--- config.mk ---
export PLATFORM = sky130hd
export DESIGN_NAME = spi_cmd_responder_flat
export DESIGN_NICKNAME = d
export VERILOG_FILES = /design/src/rtl/spi_cmd_pkg.sv /design/src/rtl/spi_cmd_responder_if.sv /design/src/rtl/spi_byte_serializer.sv /design/src/rtl/spi_cmd_responder.sv /design/src/flat_wrapper.sv
export SDC_FILE = /design/constraint.sdc
export NUM_CORES = 1
export LEC_CHECK = 0
export BUFFER_PORTS_ARGS = -buffer_cell sky130_fd_sc_hd__buf_2
export CORE_MARGIN = 5
export CORE_UTILIZATION = 53
export DETAILED_ROUTE_END_ITERATION = 7
export HOLD_SLACK_MARGIN = 0.15
export PLACE_DENSITY = 0.94
export SLEW_MARGIN = 15
export SYNTH_ARGS = -nofsm -noshare
export SYNTH_HDL_FRONTEND = slang
export SYNTH_SLANG_ARGS = --single-unit
--- constraint.sdc ---
create_clock -name i_Clk -period 3.55 [get_ports i_Clk]
set_clock_uncertainty 0.05 [all_clocks]
set_input_delay 0 -clock i_Clk [delete_from_list [all_inputs] [get_ports i_Clk]]
set_output_delay 0 -clock i_Clk [all_outputs]
set_load 0.01 [all_outputs]
--- src/rtl/spi_cmd_pkg.sv ---
// Shared types and opcodes for the SPI command/response engine.
package spi_cmd_pkg;

    typedef enum logic [1:0] {
        IDLE  = 2'd0,
        RESP  = 2'd1,
        WDATA = 2'd2
    } state_t;

    localparam logic [7:0] CMD_LEGACY       = 8'hFF;
    localparam logic [1:0] CMD_READ_MSK     = 2'b10;
    localparam logic [7:0] CMD_WRITE        = 8'h40;
    localparam logic [7:0] CMD_NOP          = 8'h00;
    localparam logic [7:0] DEFAULT_ERR_BYTE = 8'hEE;

    function automatic int clog2_min1(input int n);
        return (n <= 1) ? 1 : $clog2(n);
    endfunction

endpackage

--- src/rtl/spi_cmd_responder_if.sv ---
// Byte-level link between SPI_Slave and the command responder.
// Handshake: i_RX_DV and o_TX_DV are single-cycle strobes; the byte beside each
// strobe is valid only in that cycle, no back-pressure, i_CS_n high aborts.
interface spi_cmd_responder_if;
    logic       i_CS_n;
    logic       i_RX_DV;
    logic [7:0] i_RX_Byte;
    logic       o_TX_DV;
    logic [7:0] o_TX_Byte;

    modport slave (
        input  i_CS_n,
        input  i_RX_DV,
        input  i_RX_Byte,
        output o_TX_DV,
        output o_TX_Byte
    );

    modport master (
        output i_CS_n,
        output i_RX_DV,
        output i_RX_Byte,
        input  o_TX_DV,
        input  o_TX_Byte
    );
endinterface

--- src/rtl/spi_byte_serializer.sv ---
// Snapshot / shift register plus byte counter, shared by the read (byte out,
// MSB first) and write (byte in, MSB first) paths of the responder.
module spi_byte_serializer #(
    parameter int DATA_W = 16
) (
    input  logic              i_Clk,
    input  logic              i_Rst_L,
    input  logic              i_Clear,
    input  logic              i_Load,
    input  logic [DATA_W-1:0] i_Load_Data,
    input  logic              i_Advance,
    input  logic              i_Shift,
    input  logic [7:0]        i_Shift_Byte,
    output logic              o_Last,
    output logic [7:0]        o_Cur_Byte,
    output logic [DATA_W-1:0] o_Shift_Next
);

    localparam int NBYTES = DATA_W / 8;
    localparam int CNT_W  = $clog2(NBYTES + 1);

    logic [DATA_W-1:0] sreg_q;
    logic [CNT_W-1:0]  cnt_q;
    logic [CNT_W-1:0]  cnt_step;

    assign o_Last       = (cnt_q == CNT_W'(NBYTES - 1));
    assign cnt_step     = o_Last ? '0 : cnt_q + 1'b1;
    assign o_Shift_Next = (sreg_q << 8) | DATA_W'(i_Shift_Byte);

    // Byte index counts from the MSB end.
    always_comb begin
        o_Cur_Byte = '0;
        for (int i = 0; i < NBYTES; i++) begin
            if (cnt_q == CNT_W'(i)) o_Cur_Byte = sreg_q[(NBYTES-1-i)*8 +: 8];
        end
    end

    always_ff @(posedge i_Clk) begin
        if (!i_Rst_L) begin
            sreg_q <= '0;
            cnt_q  <= '0;
        end else if (i_Clear) begin
            cnt_q <= '0;
        end else if (i_Load) begin
            // Byte 0 leaves immediately with the load, so the count starts at 1.
            sreg_q <= i_Load_Data;
            cnt_q  <= (NBYTES > 1) ? CNT_W'(1) : '0;
        end else if (i_Advance) begin
            cnt_q <= cnt_step;
        end else if (i_Shift) begin
            sreg_q <= o_Shift_Next;
            cnt_q  <= cnt_step;
        end
    end

endmodule

--- src/rtl/spi_cmd_responder.sv ---
// Command decoder and response FSM sitting between SPI_Slave and the application:
// channel reads, control-register writes and the legacy 8'hFF state query.
module spi_cmd_responder
    import spi_cmd_pkg::*;
#(
    parameter int                DATA_W     = 16,
    parameter int                NUM_CH     = 4,
    parameter logic [7:0]        ERR_BYTE   = DEFAULT_ERR_BYTE,
    parameter logic [DATA_W-1:0] CTRL_RESET = '0
) (
    input  logic                     i_Clk,
    input  logic                     i_Rst_L,
    spi_cmd_responder_if.slave       spi,
    input  logic [NUM_CH*DATA_W-1:0] i_Status,
    output logic [DATA_W-1:0]        o_Ctrl,
    output logic                     o_Ctrl_Valid,
    output logic                     o_Cmd_Err,
    output state_t                   o_State
);

    localparam int NBYTES = DATA_W / 8;
    localparam int CH_W   = clog2_min1(NUM_CH);

    state_t            state_q, state_d;
    logic              tx_dv_d, ctrl_valid_d, cmd_err_d;
    logic [7:0]        tx_byte_d;
    logic [DATA_W-1:0] ctrl_d;

    logic              ser_clear, ser_load, ser_advance, ser_shift;
    logic              ser_last;
    logic [7:0]        ser_cur_byte;
    logic [DATA_W-1:0] ser_shift_next;

    logic              is_legacy, is_read, read_ok, is_write, is_nop;
    logic [CH_W-1:0]   ch_idx;
    logic [DATA_W-1:0] sel_status;

    assign is_legacy = (spi.i_RX_Byte == CMD_LEGACY);
    assign is_read   = (spi.i_RX_Byte[7:6] == CMD_READ_MSK);
    assign read_ok   = is_read && (int'(spi.i_RX_Byte[5:0]) < NUM_CH);
    assign is_write  = (spi.i_RX_Byte == CMD_WRITE);
    assign is_nop    = (spi.i_RX_Byte == CMD_NOP);
    assign ch_idx    = spi.i_RX_Byte[CH_W-1:0];

    always_comb begin
        sel_status = '0;
        for (int k = 0; k < NUM_CH; k++) begin
            if (ch_idx == CH_W'(k)) sel_status = i_Status[k*DATA_W +: DATA_W];
        end
    end

    spi_byte_serializer #(.DATA_W(DATA_W)) u_ser (
        .i_Clk        (i_Clk),
        .i_Rst_L      (i_Rst_L),
        .i_Clear      (ser_clear),
        .i_Load       (ser_load),
        .i_Load_Data  (sel_status),
        .i_Advance    (ser_advance),
        .i_Shift      (ser_shift),
        .i_Shift_Byte (spi.i_RX_Byte),
        .o_Last       (ser_last),
        .o_Cur_Byte   (ser_cur_byte),
        .o_Shift_Next (ser_shift_next)
    );

    always_ff @(posedge i_Clk) begin
        if (!i_Rst_L) state_q <= IDLE;
        else          state_q <= state_d;
    end

    // Chip-select abort outranks any byte arriving in the same cycle.
    always_comb begin
        state_d = state_q;
        if (spi.i_CS_n) begin
            state_d = IDLE;
        end else if (spi.i_RX_DV) begin
            case (state_q)
                IDLE: begin
                    if (read_ok && !is_legacy) state_d = (NBYTES > 1) ? RESP : IDLE;
                    else if (is_write)         state_d = WDATA;
                end
                RESP:    if (ser_last) state_d = IDLE;
                WDATA:   if (ser_last) state_d = IDLE;
                default: state_d = IDLE;
            endcase
        end
    end

    always_comb begin
        tx_dv_d      = 1'b0;
        tx_byte_d    = spi.o_TX_Byte;
        ctrl_d       = o_Ctrl;
        ctrl_valid_d = 1'b0;
        cmd_err_d    = 1'b0;
        ser_clear    = 1'b0;
        ser_load     = 1'b0;
        ser_advance  = 1'b0;
        ser_shift    = 1'b0;
        if (spi.i_CS_n) begin
            ser_clear = 1'b1;
        end else if (spi.i_RX_DV) begin
            case (state_q)
                IDLE: begin
                    if (is_legacy) begin
                        tx_dv_d   = 1'b1;
                        tx_byte_d = i_Status[7:0];
                    end else if (read_ok) begin
                        ser_load  = 1'b1;
                        tx_dv_d   = 1'b1;
                        tx_byte_d = sel_status[DATA_W-1 -: 8];
                    end else if (is_write) begin
                        ser_clear = 1'b1;
                    end else if (!is_nop) begin
                        tx_dv_d   = 1'b1;
                        tx_byte_d = ERR_BYTE;
                        cmd_err_d = 1'b1;
                    end
                end
                RESP: begin
                    ser_advance = 1'b1;
                    tx_dv_d     = 1'b1;
                    tx_byte_d   = ser_cur_byte;
                end
                WDATA: begin
                    ser_shift = 1'b1;
                    if (ser_last) begin
                        ctrl_d       = ser_shift_next;
                        ctrl_valid_d = 1'b1;
                    end
                end
                default: ;
            endcase
        end
    end

    always_ff @(posedge i_Clk) begin
        if (!i_Rst_L) begin
            spi.o_TX_DV   <= 1'b0;
            spi.o_TX_Byte <= '0;
            o_Ctrl        <= CTRL_RESET;
            o_Ctrl_Valid  <= 1'b0;
            o_Cmd_Err     <= 1'b0;
        end else begin
            spi.o_TX_DV   <= tx_dv_d;
            spi.o_TX_Byte <= tx_byte_d;
            o_Ctrl        <= ctrl_d;
            o_Ctrl_Valid  <= ctrl_valid_d;
            o_Cmd_Err     <= cmd_err_d;
        end
    end

    assign o_State = state_q;

endmodule
--- src/flat_wrapper.sv ---
// flat-port wrapper written by rule: the top's interface ports become plain ports
module spi_cmd_responder_flat import spi_cmd_pkg::*;
#(
    parameter int                DATA_W     = 16,
    parameter int                NUM_CH     = 4,
    parameter logic [7:0]        ERR_BYTE   = DEFAULT_ERR_BYTE,
    parameter logic [DATA_W-1:0] CTRL_RESET = '0
)
  (i_Clk, i_Rst_L, i_Status, o_Ctrl, o_Ctrl_Valid, o_Cmd_Err, o_State, spi_i_CS_n, spi_i_RX_DV, spi_i_RX_Byte, spi_o_TX_DV, spi_o_TX_Byte);
  spi_cmd_responder_if spi_i ();
  input  logic i_Clk;
  input  logic i_Rst_L;
  input  logic [NUM_CH*DATA_W-1:0] i_Status;
  output logic [DATA_W-1:0] o_Ctrl;
  output logic o_Ctrl_Valid;
  output logic o_Cmd_Err;
  output state_t o_State;
  input wire logic [$bits(spi_i.i_CS_n)-1:0] spi_i_CS_n;
  input wire logic [$bits(spi_i.i_RX_DV)-1:0] spi_i_RX_DV;
  input wire logic [$bits(spi_i.i_RX_Byte)-1:0] spi_i_RX_Byte;
  output wire logic [$bits(spi_i.o_TX_DV)-1:0] spi_o_TX_DV;
  output wire logic [$bits(spi_i.o_TX_Byte)-1:0] spi_o_TX_Byte;
  assign spi_i.i_CS_n = spi_i_CS_n;
  assign spi_i.i_RX_DV = spi_i_RX_DV;
  assign spi_i.i_RX_Byte = spi_i_RX_Byte;
  assign spi_o_TX_DV = spi_i.o_TX_DV;
  assign spi_o_TX_Byte = spi_i.o_TX_Byte;
  spi_cmd_responder #(.DATA_W(DATA_W), .NUM_CH(NUM_CH), .ERR_BYTE(ERR_BYTE), .CTRL_RESET(CTRL_RESET)) u_core (.i_Clk(i_Clk), .i_Rst_L(i_Rst_L), .spi(spi_i), .i_Status(i_Status), .o_Ctrl(o_Ctrl), .o_Ctrl_Valid(o_Ctrl_Valid), .o_Cmd_Err(o_Cmd_Err), .o_State(o_State));
endmodule
Yosys cells after proc, flatten, opt, wreduce, memory -nomap -nowiden
Cells that the tools add are included.
{"block": "classes", "n_addsub": 1, "n_lt_le_gt_ge": 1, "eq_ne": 14, "n_mux": 45, "bitwise_logic": 7, "reduce_logical": 22}
{"operator": "two-way mux 16 bit", "count": 7}
{"operator": "two-way mux 8 bit", "count": 6}
{"operator": "two-way mux 1 bit", "count": 23}
{"operator": "OR 16 x 8 -> 16 bit", "count": 1}
{"operator": "one-hot mux 8 bit (2 select lines)", "count": 1}
{"operator": "two-way mux 2 bit", "count": 6}
{"operator": "== test 2 bit, second input constant", "count": 4}
{"operator": "== test 8 x 7 -> 1 bit, second input constant", "count": 1}
{"operator": "== test 8 bit, second input constant", "count": 1}
{"operator": "zero test 8 bit", "count": 1}
{"operator": "inequality test 4 x 2 -> 1 bit, second input constant", "count": 2}
{"operator": "== test 2 x 1 -> 1 bit, second input constant", "count": 3}
{"operator": "zero test 2 bit", "count": 3}
{"operator": "< comparator 6 x 3 -> 1 bit, second input constant", "count": 1}
{"operator": "NOT 1 bit", "count": 6}
{"operator": "AND reduction 3 bit", "count": 2}
{"operator": "nonzero test 2 bit", "count": 3}
{"operator": "OR reduction 2 bit", "count": 3}
{"operator": "OR reduction 3 bit", "count": 2}
{"operator": "OR reduction 6 bit", "count": 1}
{"operator": "AND reduction 5 bit", "count": 1}
{"operator": "inequality test 2 x 1 -> 1 bit, second input constant", "count": 2}
{"operator": "one-hot mux 2 bit (2 select lines)", "count": 1}
{"operator": "AND reduction 4 bit", "count": 1}
{"operator": "other kinds (7)", "count": 8}
{"block": "totals", "ff_bits": 47, "input_bits": 76, "output_inout_bits": 29, "word_cells": 99}

Depth between registers and ports, before layout
{"block": "depth", "depth_word": 9, "mapped_depth": 8, "ltp_nobuf": 6}

By module
Synthesis repeated with hierarchy kept, for this count alone.
{"block": "unflattened", "hier_cells": 313, "area_unflattened_um2": 3006.6}
{"module": "spi_cmd_responder", "instances": 1, "cells_per_inst": 180, "area_per_inst_um2": 1809.2, "seq_area_each_um2": 580.6}
{"module": "spi_byte_serializer", "instances": 1, "cells_per_inst": 133, "area_per_inst_um2": 1197.4, "seq_area_each_um2": 360.3}

Worst setup path after synthesis
Ideal clock, no wire load.
{"block": "synth_path", "kind": "flip-flop to flip-flop", "from": "register u_core.state_q[0], in the netlist u_core.o_State[0]", "to": "register u_core.u_ser.sreg_q[7]", "setup_time_ns": 0.101, "arrival_ns": 1.806, "required_ns": 3.399, "slack_ns": 1.593, "stages_incl_launch_ff": 9, "path_buffers": 2, "synth_period_minus_slack_ns": 1.957, "path_cell_list": "dfxtp_1 > inv_1 > ha_1 > clkbuf_1 > and3b_1 > a22oi_2 > clkbuf_1 > o311ai_0 > o41ai_1"}
{"block": "synth_between", "elab_chain_cells": 6}
{"item": "start, declared", "line": "spi_cmd_responder.sv:24", "rtl": "state_t state_q, state_d;"}
{"item": "start signal, assigned", "line": "spi_cmd_responder.sv:68", "rtl": "else state_q <= state_d;"}
{"item": "== test 2 x 1 -> 1 bit (tied with other cells)", "line": "spi_cmd_responder.sv:102", "rtl": "case (state_q)"}
{"item": "two-way mux 1 bit", "line": "spi_cmd_responder.sv:102"}
{"item": "two-way mux 1 bit", "line": "spi_cmd_responder.sv:101", "rtl": "end else if (spi.i_RX_DV) begin"}
{"item": "two-way mux 1 bit", "line": "spi_cmd_responder.sv:99", "rtl": "if (spi.i_CS_n) begin"}
{"item": "inequality test 2 x 1 -> 1 bit (no source line) (tied with other cells)"}
{"item": "AND reduction 3 bit (no source line)"}
{"item": "end signal, assigned", "line": "spi_byte_serializer.sv:46", "rtl": "sreg_q <= i_Load_Data;"}
{"item": "end signal, assigned", "line": "spi_byte_serializer.sv:51", "rtl": "sreg_q <= o_Shift_Next;"}
{"item": "end, declared", "line": "spi_byte_serializer.sv:22", "rtl": "logic [DATA_W-1:0] sreg_q;"}
Several ways; a longest one is shown, not always the timed one.
A chain may end at the register's enable or synchronous reset.

Worst setup path in the final report
{"block": "layout_path", "from": "input port spi_i_RX_Byte[2]", "to": "register u_core.u_ser.sreg_q[4]"}
{"block": "layout_between", "elab_chain_cells": 9}
{"item": "start, declared", "line": "flat_wrapper.sv:20", "rtl": "input wire logic [$bits(spi_i.i_RX_Byte)-1:0] spi_i_RX_Byte;"}
{"item": "< comparator 6 x 3 -> 1 bit or == test 8 x 7 -> 1 bit (tied branches)", "line": "spi_cmd_responder.sv:40, spi_cmd_responder.sv:41"}
{"item": "logical AND 1 bit or two-way mux 1 bit (tied branches)", "line": "spi_cmd_responder.sv:40, spi_cmd_responder.sv:111"}
{"item": "two-way mux 1 bit", "line": "spi_cmd_responder.sv:107", "rtl": "end else if (read_ok) begin"}
{"item": "two-way mux 1 bit", "line": "spi_cmd_responder.sv:104", "rtl": "if (is_legacy) begin"}
{"item": "two-way mux 1 bit", "line": "spi_cmd_responder.sv:102"}
{"item": "two-way mux 1 bit", "line": "spi_cmd_responder.sv:101"}
{"item": "two-way mux 1 bit", "line": "spi_cmd_responder.sv:99"}
{"item": "inequality test 2 x 1 -> 1 bit (no source line) (tied with other cells)"}
{"item": "AND reduction 3 bit (no source line)"}
Several ways; a longest one is shown, not always the timed one.

==> results.py <==
metrics = {
    "grt": {
        "grt_max_degree": 31,
        "antenna_found_initial": 0,
        "grt_first_pass_wirelength_um": 15000,
        "grt_overflow": 0,
        "grtUsageTotal_pct": 29.9,
        "grt_pass1_vias": 3000,
    },
    "sta": {
        "report.final.hold_viol_count": 0,
        "min_period_ps": 2760,
        "drv_slew": 0,
        "worst_pin_slew_ps": 1100,
        "tns_ps": 0,
        "max-slew-margin-rel_pct": 26.7,
        "fin_crit_sh_pct": 77.8,
        "rsz0062_at_grt": "false",
        "setup_viol_count_final": 0,
        "max_freq_mhz": 362,
    },
    "placement": {
        "place.gp.congestion": 0.954,
        "place.port_buffers": 104,
        "dp_cells": 417,
        "dp_hpwl_um": 6020,
    },
    "cts": {
        "clk_latency_ps": 310,
        "holdBufCountCts": 25,
        "clockBufferDepth": 2,
        "numCtsBuffers": 5,
        "tritoncts": "built",
        "cts.repair.resized": 0,
        "cts_sinks": 47,
        "clkTransAtPathRegs_ps": 90,
        "post-cts-setup-buffers": 0,
        "cts_max_level": 2,
        "root_buffer": "clkbuf_8",
    },
    "power_and_ir_drop": {
        "ir_worst_vdd_mv": 0.247,
        "p_total_w": 0.00111,
        "internal-power_w": 0.000832,
        "power.density_nw_per_um2": 313,
        "leakage_nw": 1.53,
        "combinationalPowerShare_pct": 16.2,
        "clkPwrFrac_pct": 35.4,
        "switching_share_pct": 24.9,
        "switchingPower_w": 0.000276,
        "power_frac_seq_pct": 48.3,
    },
    "critical_path": {
        "worstPathCellList": "dlygate4sd3_1 > buf_2 > or4_4 > nor3_4 > a21oi_1 > dlygate4sd3_1 > o21ai_1",
        "cp-end-kind": "register",
        "worstSetupStartpointType": "input pin",
        "required_ps": 3740,
        "critPathKind": "in -> reg",
        "max_stage_delay_ps": 740,
        "cp_data_arrival_time_ps": 2950,
        "crit_fanout": 15,
        "critical_path.most_common_cell": "dlygate4sd3_1",
        "crit_slowest_cell": "nor3_4",
    },
    "detailed_routing": {
        "wl_per_cell_um": 21.1,
        "wl_um": 9450,
        "via_per_inst": 6.59,
        "ant_nets": 0,
        "via_count": 2957,
        "drtPass1Iterations": 8,
        "drc": 1,
        "drt-initial-drc-count": 379,
    },
    "finish": {
        "diodes": 0,
        "final_net_count": 461,
        "drive_above_1_share_pct": 36.9,
        "final_cells": 449,
        "fillers": 323,
        "final_util_pct": 73.4,
        "layout_commonest_cell": "buf_2",
        "area_growth_pct": 32.0,
        "final_cell_mix": "buf_2 (104), dfxtp_1 (47), mux2i_1 (29)",
    },
    "die": {
        "die_x_um": 81.1,
        "rows": 25,
        "dieArea_um2": 6580,
        "initial_core_util_pct": 55.6,
        "core_um2": 4820,
        "die_y_um": 81.1,
        "io_pins": 105,
    },
    "status": {
        "violations": "DRC",
        "status": "complete, but fails checks",
    },
    "synthesis": {
        "synth_cell_types": 44,
        "synthMuxAreaShare_pct": 26.8,
        "synth-xor-area-share_pct": 0,
        "ys_seq_area_share_pct": 35.1,
        "avgSynthCellArea_um2": 10.0,
        "synth_edf_count": 0,
        "netlist_instances": 267,
        "synth-async-reset-ratio_pct": 0,
        "yosys.area_share.simple_pct": 11.6,
        "synth_top_family_by_area": "multiplexers",
        "synth_fa_ha_area_share_pct": 1.40,
        "synth_compound_area_share_pct": 20.0,
        "syn_nets": 346,
        "yosysWarningCount": 0,
        "synth_ff_type": "dfxtp_1",
        "synth-seq-cells": 47,
        "syn_area_um2": 2680,
    },
    "min_path": {
        "hp-class": "in -> reg",
    },
    "flow_run": {
        "maxCapViolCount": 0,
    },
}
==> cell families after synthesis <==
kind of cell	count (synthesis)
AOI/OAI and AO/OA	79
adders and majority gates	3
DFF	47
and+or+nand+nor	59
muxes	51
buffers and inverters	28
==> state kept, by name (all words and copies together), names as in the netlist <==
name / flops
u_core.u_ser.sreg_q: 16
u_core.spi.o_TX_Byte: 8
u_core.o_Ctrl: 16
u_core.spi.o_TX_DV: 1
u_core.u_ser.cnt_q: 2
u_core.o_State: 2
u_core.o_Cmd_Err: 1
u_core.o_Ctrl_Valid: 1
==> worst paths after layout <==
kind / from / to / slack, ps / cells after the start
worst max-delay path: spi_i_RX_Byte[2] / u_core.u_ser.sreg_q[4]$_SDFFE_PN0P_ / 790 / 7
worst min register to register: u_core.spi.o_TX_Byte[0]$_SDFFE_PN0P_ / u_core.spi.o_TX_Byte[0]$_SDFFE_PN0P_ / 440 / 2
worst min-delay path: i_Status[51] / u_core.u_ser.sreg_q[3]$_SDFFE_PN0P_ / 160 / 4
worst max register to register: u_core.o_State[0]$_SDFFE_PP0P_ / u_core.u_ser.sreg_q[4]$_SDFFE_PN0P_ / 850 / 7
==> cell usage after synthesis, drive strengths merged (2+ instances only) <==
cell type | count | area, um2
a2111oi | 2 | 17.5
a21oi | 11 | 55.1
a221oi | 2 | 17.5
a31oi | 6 | 37.5
buf | 9 | 62.6
clkbuf | 13 | 48.8
dfxtp | 47 | 941
ha | 3 | 37.5
inv | 5 | 18.8
mux2 | 6 | 67.6
mux2i | 29 | 290
mux4 | 16 | 360
nand2 | 13 | 48.8
nand2b | 2 | 12.5
nand3 | 3 | 15.0
nand4 | 3 | 18.8
nor2 | 24 | 90.1
nor2b | 3 | 18.8
nor3 | 3 | 26.3
o211ai | 2 | 15.0
o21ai | 26 | 134
o221ai | 7 | 61.3
o22ai | 2 | 12.5
o311ai | 17 | 149
==> layout make-up <==
class	count	area (um2)	area share, %
timing repair buffer	130	778	22.0
tap	67	83.8	2.37
sequential	47	941	26.6
inverter	6	22.5	0.637
clock inverter	2	37.5	1.06
clock buffer	5	68.8	1.95
multi-input combinational	192	1600	45.4
==> stage by stage <==
| step | hold WS, ps | setup WS, ps | cell area (um2) |
|---|---|---|---|
| CTS | 162 | 960 | 3540 |
| floorplan | 59.9 | 1590 | 2680 |
| global placement | 229 | 1270 | 3180 |
| global route | 180 | 603 | 3540 |
| finish | 158 | 789 | 3540 |
| detailed placement | 244 | 1190 | 3180 |
==> worst max-delay path: cells and delay by family <==
| kind | cells | cell delay, ps |
|---|---|---|
| buffers and inverters | 3 | 1340 |
| and+or+nand+nor | 2 | 1330 |
| AOI/OAI and AO/OA | 2 | 280 |
==> power groups by stage <==
stage	clock network (W)	registers [W]	logic [W]
after floorplan	0	0.000550	0.0000751
after global placement	0	0.000548	0.000144
after detailed placement	0	0.000548	0.000146
after CTS	0.000388	0.000535	0.000170
after global routing	0.000413	0.000536	0.000190
final	0.000392	0.000535	0.000180
==> per-layer routing <==
metal	vias up	wire (um)	track usage, %
li1	1274	-	-
met5	-	0	0
met1	1334	3320	34.7
met3	72	1080	8.31
met4	0	617	17.7
met2	277	4430	49.3
No activity file was read; power rests on OpenSTA's default activity.
